==> src/rtl/i2c_codec_responder.sv <==
// I2C write-only target for the audio codec control port.
// Accepts addr + 16-bit {idx,data} frames and keeps a 9-bit register file.
module i2c_codec_responder #(
  parameter logic [6:0] DEV_ADDR    = 7'h1A,
  parameter int         NUM_REGS    = 16,
  parameter logic [6:0] RESET_IDX   = 7'h0F,
  parameter int         SYNC_STAGES = 2
) (
  input  logic       i_clk,
  input  logic       i_rst_n,
  input  logic       i_sclk,
  input  logic       i_sdat,
  output logic       o_sdat,
  output logic       o_oen,
  output logic       o_reg_we,
  output logic [6:0] o_reg_addr,
  output logic [8:0] o_reg_data,
  output logic       o_frame_err,
  output logic       o_busy,
  input  logic [3:0] i_rd_addr,
  output logic [8:0] o_rd_data
);

  typedef enum logic [3:0] {
    S_IDLE,
    S_ADDR,
    S_ACK_A,
    S_BYTE1,
    S_ACK_1,
    S_BYTE2,
    S_ACK_2,
    S_WAIT_STOP,
    S_IGNORE
  } state_t;

  logic [SYNC_STAGES:0] scl_pipe_q;
  logic [SYNC_STAGES:0] sda_pipe_q;

  state_t     state_q, state_d;
  logic [3:0] cnt_q, cnt_d;
  logic [7:0] sr_q, sr_d;
  logic [7:0] b1_q, b1_d;
  logic       oen_q, oen_d;
  logic       we_q, we_d;
  logic [6:0] waddr_q, waddr_d;
  logic [8:0] wdata_q, wdata_d;
  logic       err_q, err_d;
  logic       busy_q, busy_d;
  logic       pend_q, pend_d;
  logic [8:0] regs_q [NUM_REGS];
  logic [8:0] regs_d [NUM_REGS];

  logic scl, scl_p, sda, sda_p;
  logic ev_start, ev_stop, ev_rise, ev_fall;
  logic addr_hit, truncated;
  logic [6:0] w_idx;
  logic [8:0] w_dat;

  // Top bit of each pipe is the history flop for edge detection
  assign scl   = scl_pipe_q[SYNC_STAGES-1];
  assign scl_p = scl_pipe_q[SYNC_STAGES];
  assign sda   = sda_pipe_q[SYNC_STAGES-1];
  assign sda_p = sda_pipe_q[SYNC_STAGES];

  assign ev_start = scl & scl_p & sda_p & ~sda;
  assign ev_stop  = scl & scl_p & ~sda_p & sda;
  assign ev_rise  = scl & ~scl_p;
  assign ev_fall  = ~scl & scl_p;

  assign addr_hit = (sr_q[7:1] == DEV_ADDR) & ~sr_q[0];
  assign w_idx    = b1_q[7:1];
  assign w_dat    = {b1_q[0], sr_q};

  always_comb begin
    truncated = 1'b0;
    case (state_q)
      S_ADDR, S_ACK_A, S_BYTE1,
      S_ACK_1, S_BYTE2, S_ACK_2: truncated = 1'b1;
      default:                   truncated = 1'b0;
    endcase
  end

  always_comb begin
    state_d = state_q;
    cnt_d   = cnt_q;
    sr_d    = sr_q;
    b1_d    = b1_q;
    oen_d   = oen_q;
    we_d    = 1'b0;
    waddr_d = waddr_q;
    wdata_d = wdata_q;
    err_d   = 1'b0;
    busy_d  = busy_q;
    pend_d  = pend_q;
    for (int i = 0; i < NUM_REGS; i++) begin
      regs_d[i] = regs_q[i];
    end

    if (ev_start || ev_stop) begin
      oen_d  = 1'b0;
      pend_d = 1'b0;
      cnt_d  = 4'd0;
      err_d  = truncated;
      if (ev_stop) begin
        state_d = S_IDLE;
        busy_d  = 1'b0;
      end else begin
        state_d = S_ADDR;
        busy_d  = 1'b1;
      end
    end else begin
      case (state_q)
        S_ADDR, S_BYTE1, S_BYTE2: begin
          if (ev_rise && cnt_q < 4'd8) begin
            sr_d  = {sr_q[6:0], sda};
            cnt_d = cnt_q + 4'd1;
          end else if (ev_fall && cnt_q == 4'd8) begin
            cnt_d = 4'd0;
            if (state_q == S_ADDR) begin
              state_d = S_ACK_A;
              oen_d   = addr_hit;
            end else if (state_q == S_BYTE1) begin
              state_d = S_ACK_1;
              oen_d   = 1'b1;
              b1_d    = sr_q;
            end else begin
              state_d = S_ACK_2;
              oen_d   = 1'b1;
            end
          end
        end
        S_ACK_A, S_ACK_1, S_ACK_2: begin
          if (ev_rise) begin
            cnt_d = 4'd9;
          end else if (ev_fall && cnt_q == 4'd9) begin
            cnt_d = 4'd0;
            oen_d = 1'b0;
            if (state_q == S_ACK_A) begin
              state_d = addr_hit ? S_BYTE1 : S_IGNORE;
            end else if (state_q == S_ACK_1) begin
              state_d = S_BYTE2;
            end else begin
              state_d = S_WAIT_STOP;
              pend_d  = 1'b0;
              we_d    = 1'b1;
              waddr_d = w_idx;
              wdata_d = w_dat;
              for (int i = 0; i < NUM_REGS; i++) begin
                if (w_idx == RESET_IDX && w_dat == 9'd0) begin
                  regs_d[i] = 9'd0;
                end else if (32'(w_idx) == i) begin
                  regs_d[i] = w_dat;
                end
              end
            end
          end
        end
        // A STOP is always preceded by one SCL rise; a fall after it is an extra bit
        S_WAIT_STOP: begin
          if (ev_rise) begin
            pend_d = 1'b1;
          end else if (ev_fall && pend_q) begin
            pend_d  = 1'b0;
            err_d   = 1'b1;
            state_d = S_IGNORE;
          end
        end
        S_IGNORE: oen_d = 1'b0;
        default:  state_d = state_q;
      endcase
    end
  end

  always_ff @(posedge i_clk or negedge i_rst_n) begin
    if (!i_rst_n) begin
      scl_pipe_q <= '1;
      sda_pipe_q <= '1;
      state_q    <= S_IDLE;
      cnt_q      <= 4'd0;
      sr_q       <= 8'd0;
      b1_q       <= 8'd0;
      oen_q      <= 1'b0;
      we_q       <= 1'b0;
      waddr_q    <= 7'd0;
      wdata_q    <= 9'd0;
      err_q      <= 1'b0;
      busy_q     <= 1'b0;
      pend_q     <= 1'b0;
      for (int i = 0; i < NUM_REGS; i++) begin
        regs_q[i] <= 9'd0;
      end
    end else begin
      scl_pipe_q <= {scl_pipe_q[SYNC_STAGES-1:0], i_sclk};
      sda_pipe_q <= {sda_pipe_q[SYNC_STAGES-1:0], i_sdat};
      state_q    <= state_d;
      cnt_q      <= cnt_d;
      sr_q       <= sr_d;
      b1_q       <= b1_d;
      oen_q      <= oen_d;
      we_q       <= we_d;
      waddr_q    <= waddr_d;
      wdata_q    <= wdata_d;
      err_q      <= err_d;
      busy_q     <= busy_d;
      pend_q     <= pend_d;
      for (int i = 0; i < NUM_REGS; i++) begin
        regs_q[i] <= regs_d[i];
      end
    end
  end

  always_comb begin
    o_rd_data = 9'd0;
    for (int i = 0; i < NUM_REGS; i++) begin
      if (32'(i_rd_addr) == i) begin
        o_rd_data = regs_q[i];
      end
    end
  end

  assign o_sdat      = 1'b0;
  assign o_oen       = oen_q;
  assign o_reg_we    = we_q;
  assign o_reg_addr  = waddr_q;
  assign o_reg_data  = wdata_q;
  assign o_frame_err = err_q;
  assign o_busy      = busy_q;

endmodule

==> config.mk <==
export PLATFORM = sky130hd
export DESIGN_NAME = i2c_codec_responder
export DESIGN_NICKNAME = d
export VERILOG_FILES = /design/src/rtl/i2c_codec_responder.sv
export SDC_FILE = /design/constraint.sdc
export NUM_CORES = 1
export LEC_CHECK = 0
export ABC_AREA = 1
export BUFFER_PORTS_ARGS = -buffer_cell sky130_fd_sc_hd__buf_2
export CORE_UTILIZATION = 53
export CTS_CLUSTER_SIZE = 25
export DETAILED_ROUTE_END_ITERATION = 16
export HOLD_SLACK_MARGIN = 0.05
export PLACE_DENSITY_LB_ADDON = 0.1
export REMOVE_ABC_BUFFERS = 1
export SLEW_MARGIN = 20
export SYNTH_ARGS = -nofsm -noshare
export SYNTH_HDL_FRONTEND = slang
export SYNTH_SLANG_ARGS = --single-unit
==> constraint.sdc <==
create_clock -name i_clk -period 3.6 [get_ports i_clk]
set_input_delay 0.72 -clock i_clk [delete_from_list [all_inputs] [get_ports i_clk]]
set_output_delay 0.72 -clock i_clk [all_outputs]
set_load 0.005 [all_outputs]
# ---- After elaboration in Yosys (flattened, before gate mapping)
# Cells that the tools add are included.
dict set report totals {
  output_inout_bits 30
  register_bits 195
}
dict set report classes {
  addsub 1
  n_mux 95
  magnitude_cmp 1
  bitwise_logic 19
  eq_ne 52
  n_reduce_logical 55
}
# op n
set ops {}
lappend ops {{9-bit 2-to-1 mux} 48}
lappend ops {{7-bit AND reduction} 17}
lappend ops {{7-bit by 4-bit == test with 1-bit output (second input constant)} 8}
lappend ops {{4-bit 2-to-1 mux} 14}
lappend ops {{4-bit == test (second input constant)} 11}
lappend ops {{4-bit by 3-bit == test with 1-bit output (second input constant)} 8}
lappend ops {{2-bit nonzero test} 16}
lappend ops {{7-bit by 3-bit == test with 1-bit output (second input constant)} 4}
lappend ops {{1-bit 2-to-1 mux} 26}
lappend ops {{3-bit != test (second input constant)} 8}
lappend ops {{6-bit AND reduction} 3}
lappend ops {{4-bit by 2-bit == test with 1-bit output (second input constant)} 4}
lappend ops {{7-bit by 2-bit == test with 1-bit output (second input constant)} 2}
lappend ops {{4-bit != test (second input constant)} 3}
lappend ops {{4-bit case mux with 3 select lines} 1}
lappend ops {{1-bit NOT} 11}
lappend ops {{9-bit zero test} 1}
lappend ops {{1-bit AND} 8}
lappend ops {{4-bit by 1-bit == test with 1-bit output (second input constant)} 2}
lappend ops {{4-bit case mux with 2 select lines} 1}
lappend ops {{4-bit nonzero test} 2}
lappend ops {{7-bit by 1-bit == test with 1-bit output (second input constant)} 1}
lappend ops {{7-bit by 5-bit == test with 1-bit output (second input constant)} 1}
lappend ops {{7-bit zero test} 1}
lappend ops {{14 further kinds} 22}

# ---- Depth between registers and ports, before layout
dict set report depth {
  word_depth 17
  depth_mapped 14
}

# ---- Worst setup path after synthesis
# Ideal clock, no wire load.
dict set report synth_timing {
  path_kind {in2out}
  startpoint {input port i_rd_addr[1]}
  endpoint {output port o_rd_data[6]}
  t_required_ns 2.880
  arrival_ns 2.055
  setup_slack_ns 0.825
  path_stages 11
  n_path_buf 1
  cell_sequence {clkbuf_1 nor2_2 inv_1 nor2_2 inv_1 o21ai_0 inv_1 nand2_1 nand4_1 nor3_1 nand4_1}
}
dict set report synth_via {
  elab_chain_cells 17
  word_cells_on_any_way 32
  classes_between {15 x eq/ne; 16 x mux; 1 x reduce/logical}
}
# element line
set synth_rtl {}
lappend synth_rtl {{from (decl)} 20} ;# input logic [3:0] i_rd_addr,
lappend synth_rtl {{4-bit zero test} 215} ;# if (32'(i_rd_addr) == i) begin
lappend synth_rtl {{9-bit 2-to-1 mux (15 in series)} 215}
lappend synth_rtl {{9-bit 2-to-1 mux (*)} 215}
lappend synth_rtl {{to (decl)} 21} ;# output logic [8:0] o_rd_data
# Every way passes the cells marked *; elsewhere a longest branch is shown, timed or not.

# ---- Final worst setup path
dict set report layout_timing {
  startpoint {input port i_rd_addr[1]}
  endpoint {output port o_rd_data[3]}
}
# Same word-level chain as after synthesis.

==> impl_metrics.py <==
metrics = {
    "routing": {
        "drt-total-wl_um": 22200,
        "drt_iter0_markers": 564,
        "wl_per_cell_um": 16.7,
        "via_count": 7076,
        "viasPerCell": 5.33,
        "firstDrtPassIters": 5,
        "postRouteAntennaNets": 0,
        "drc": 0,
    },
    "layout": {
        "drive_gt1_share_pct": 14.5,
        "nets": 1105,
        "diodes": 0,
        "layout_common_cells": "296 x nand2_1, 189 x dfrtp_1, 129 x o21ai_0, 90 x inv_1, 78 x nor2_1",
        "layout_commonest_cell": "nand2_1",
        "nFillCells": 1516,
        "syn2layout_area_growth_pct": 10.3,
    },
    "worst_hold_path": {
        "hold_class": "input port to async pin",
    },
    "synthesis": {
        "synth_compound_area_share_pct": 13.0,
        "ys_types": 40,
        "yosys.area_share.adder_pct": 0.413,
        "netlist_instances": 1061,
        "synth_top_area_share_pct": 52.1,
        "yosysWarnings": 0,
        "synthMuxAreaShare_pct": 1.76,
        "synth.avg_cell_area_um2": 8.56,
        "synth_area_um2": 9080,
        "synth_top_family_by_area": "simple AND/OR/NAND/NOR gates",
        "ys_seq_area_share_pct": 53.8,
        "synth-simple-area-share_pct": 24.2,
        "yosys.area.top_type": "dfrtp_1",
        "yosys.area_share.xor_xnor_pct": 0,
        "ys_seq_elements": 195,
        "synthTopCellsByArea": "dfrtp_1 52%, nand2_1 12%, o21ai_0 7.1%, inv_1 3.7%, nor2_1 3.2%",
    },
    "floorplanning": {
        "pin_count": 38,
        "die_height_um": 133,
        "core-area_um2": 16600,
        "dieArea_um2": 17700,
        "row_count": 47,
        "die_w_um": 133,
        "start_util_pct": 54.6,
    },
    "sta": {
        "clock_skew_ps": 11.0,
        "setup_viol": 0,
        "rsz0062_at_grt": "false",
        "post-route-period-util_pct": 89.0,
        "slew-limit-headroom_pct": 44.6,
        "max_freq_mhz": 312,
        "finalHoldViolCount": 0,
        "tns_ps": 0,
        "worstMarginPinSlew_ps": 830,
        "finalMaxSlewViolations": 0,
        "finalCriticalPeriod_ps": 3200,
        "hold_slack_ps": 256,
    },
    "clock_tree": {
        "cts_max_path_buffers": 2,
        "tritoncts": "done",
        "clk_latency_ps": 450,
        "cts_root_buf": "clkbuf_16",
        "cts_setup_buffers": 0,
        "cts-hold-fix-buffers": 0,
        "cts_buffers": 17,
        "htreeDepth": 4,
        "clk_pin_slew_ps": 70,
        "clkSinkCount": 195,
        "post_cts_resized": 0,
    },
    "global_routing": {
        "antenna_found_initial": 0,
        "grt_pass1_vias": 6975,
        "grt_first_pass_wirelength_um": 36500,
        "grt_use_total_pct": 27.1,
        "grt.overflow.total": 0,
        "grt_max_degree": 80,
    },
    "critical_path": {
        "start_kind": "input port",
        "cp_data_required_time_ps": 2880,
        "r2r_cells": 9,
        "crit_path_top_delay_cell": "nor2_2",
        "cp-end-kind": "primary output",
        "setup.worst_path.class": "input port to primary output",
        "cp_max_fo": 10,
        "critPathTopFamily": "simple AND/OR/NAND/NOR gates",
        "cp.depth": 13,
        "path_cells": "buf_2 -> nor2_2 -> inv_1 -> nor2_2 -> nand2_1 -> nand4_1 -> nand2_1 -> nand3_1 -> nand2_1 -> nand3_1 -> nand2_1 -> nand3_1 -> buf_2",
        "worst_ep_arrival_time_ps": 2480,
        "max_stage_delay_ps": 370,
        "critPathMostFrequentCell": "nand2_1",
        "critPathBufInv": 3,
    },
    "placed_design": {
        "dp_hpwl_um": 15000,
        "io_buffers": 36,
        "routabilityCongestion": 0.878,
    },
    "run": {
        "drv_cap": 0,
    },
    "pwr": {
        "ir_drop_mv": 0.392,
        "powerDensity_nw_per_um2": 544,
        "power.leakage_nw": 4.92,
    },
    "outcome": {
        "status": "finished clean",
    },
}
[cell usage after synthesis, drive strengths merged]
master	number
a21oi	38
a221oi	1
a31oi	2
a41oi	1
and2	1
buf	22
clkbuf	20
conb	1
dfrtp	189
dfstp	6
ha	3
inv	94
mux2i	16
nand2	304
nand3	56
nand4	24
nor2	85
nor3	13
nor4	2
o21ai	159
o22a	1
o31ai	7
or2	15
or4	1
[registers in the layout, indices dropped and copies added, names as in the netlist]
name         cells
b1_q             8
cnt_q            4
o_busy           1
o_frame_err      1
o_oen            1
o_reg_addr       7
o_reg_data       9
o_reg_we         1
pend_q           1
regs_q         144
scl_pipe_q       3
sda_pipe_q       3
sr_q             8
state_q          4
[worst register-to-register path, delay by kind of cell (launching register included)]
kind,cells,cell delay [ps]
buffers and inverters,3,250
DFF,1,530
muxes,1,240
and+or+nand+nor,5,1290
[power by group]
part,switching [mW],leakage (nW),internal [mW],total (mW)
registers,0.157,2.68,2.34,2.50
logic,0.787,1.96,0.326,1.11
clock network,0.923,0.274,0.918,1.84
total,1.87,4.92,3.58,5.45
[path summary, 6_finish.rpt]
kind | start | to | slack [ps]
max in group asynchronous | i_rst_n | scl_pipe_q[2] | 2520
worst min register to register | sda_pipe_q[0] | sda_pipe_q[1] | 360
worst min-delay path | i_rst_n | regs_q[127] | 260
worst max register to register | scl_pipe_q[2] | regs_q[39] | 1180
worst max-delay path | i_rd_addr[1] | o_rd_data[3] | 400
min in group i_clk | sda_pipe_q[0] | sda_pipe_q[1] | 360
[cell families after synthesis]
| family | after synthesis |
|---|---|
| AND/OR/NAND/NOR | 501 |
| AO/OA/AOI/OAI | 209 |
| flip-flops | 195 |
| buffers and inverters | 136 |
| multiplexers | 16 |
| adder cells (fa/ha/maj) | 3 |
| other | 1 |
[stage by stage]
| stage | std cells | total power, mW | setup slack [ps] | utilization [%] | instance area (um^2) |
|---|---|---|---|---|---|
| 2_1_floorplan | 1019 | 3.19 | 304 | - | 8820 |
| 3_3_place_gp | 1295 | 3.65 | 465 | 56.8 | 9460 |
| 3_5_place_dp | 1295 | 3.66 | 416 | 56.8 | 9460 |
| 4_1_cts | 1327 | 5.49 | 406 | 60.2 | 10000 |
| 5_1_grt | 1327 | 5.71 | 229 | 60.2 | 10000 |
| 6_report | 1327 | 5.45 | 396 | 60.2 | 10000 |
[layer usage]
metal / part of all wire [%] / global-route usage [%] / vias to the layer above / wire length (um)
li1: - / - / 3520 / -
met1: 46 / 37.2 / 3370 / 10300
met2: 47 / 43.5 / 151 / 10500
met3: 4.0 / 4.87 / 35 / 891
met4: 2.3 / 9.13 / 0 / 508
met5: 0 / 0 / - / 0
[layout make-up]
| cell class | count | area [um^2] | area share [%] |
|---|---|---|---|
| multi-input combinational | 730 | 3570 | 35.7 |
| inverter | 94 | 358 | 3.57 |
| clock buffer | 17 | 425 | 4.24 |
| tap | 220 | 275 | 2.75 |
| sequential | 195 | 4890 | 48.8 |
| clock inverter | 15 | 138 | 1.37 |
| timing repair buffer | 56 | 364 | 3.63 |
No activity file was read; power rests on OpenSTA's default activity.
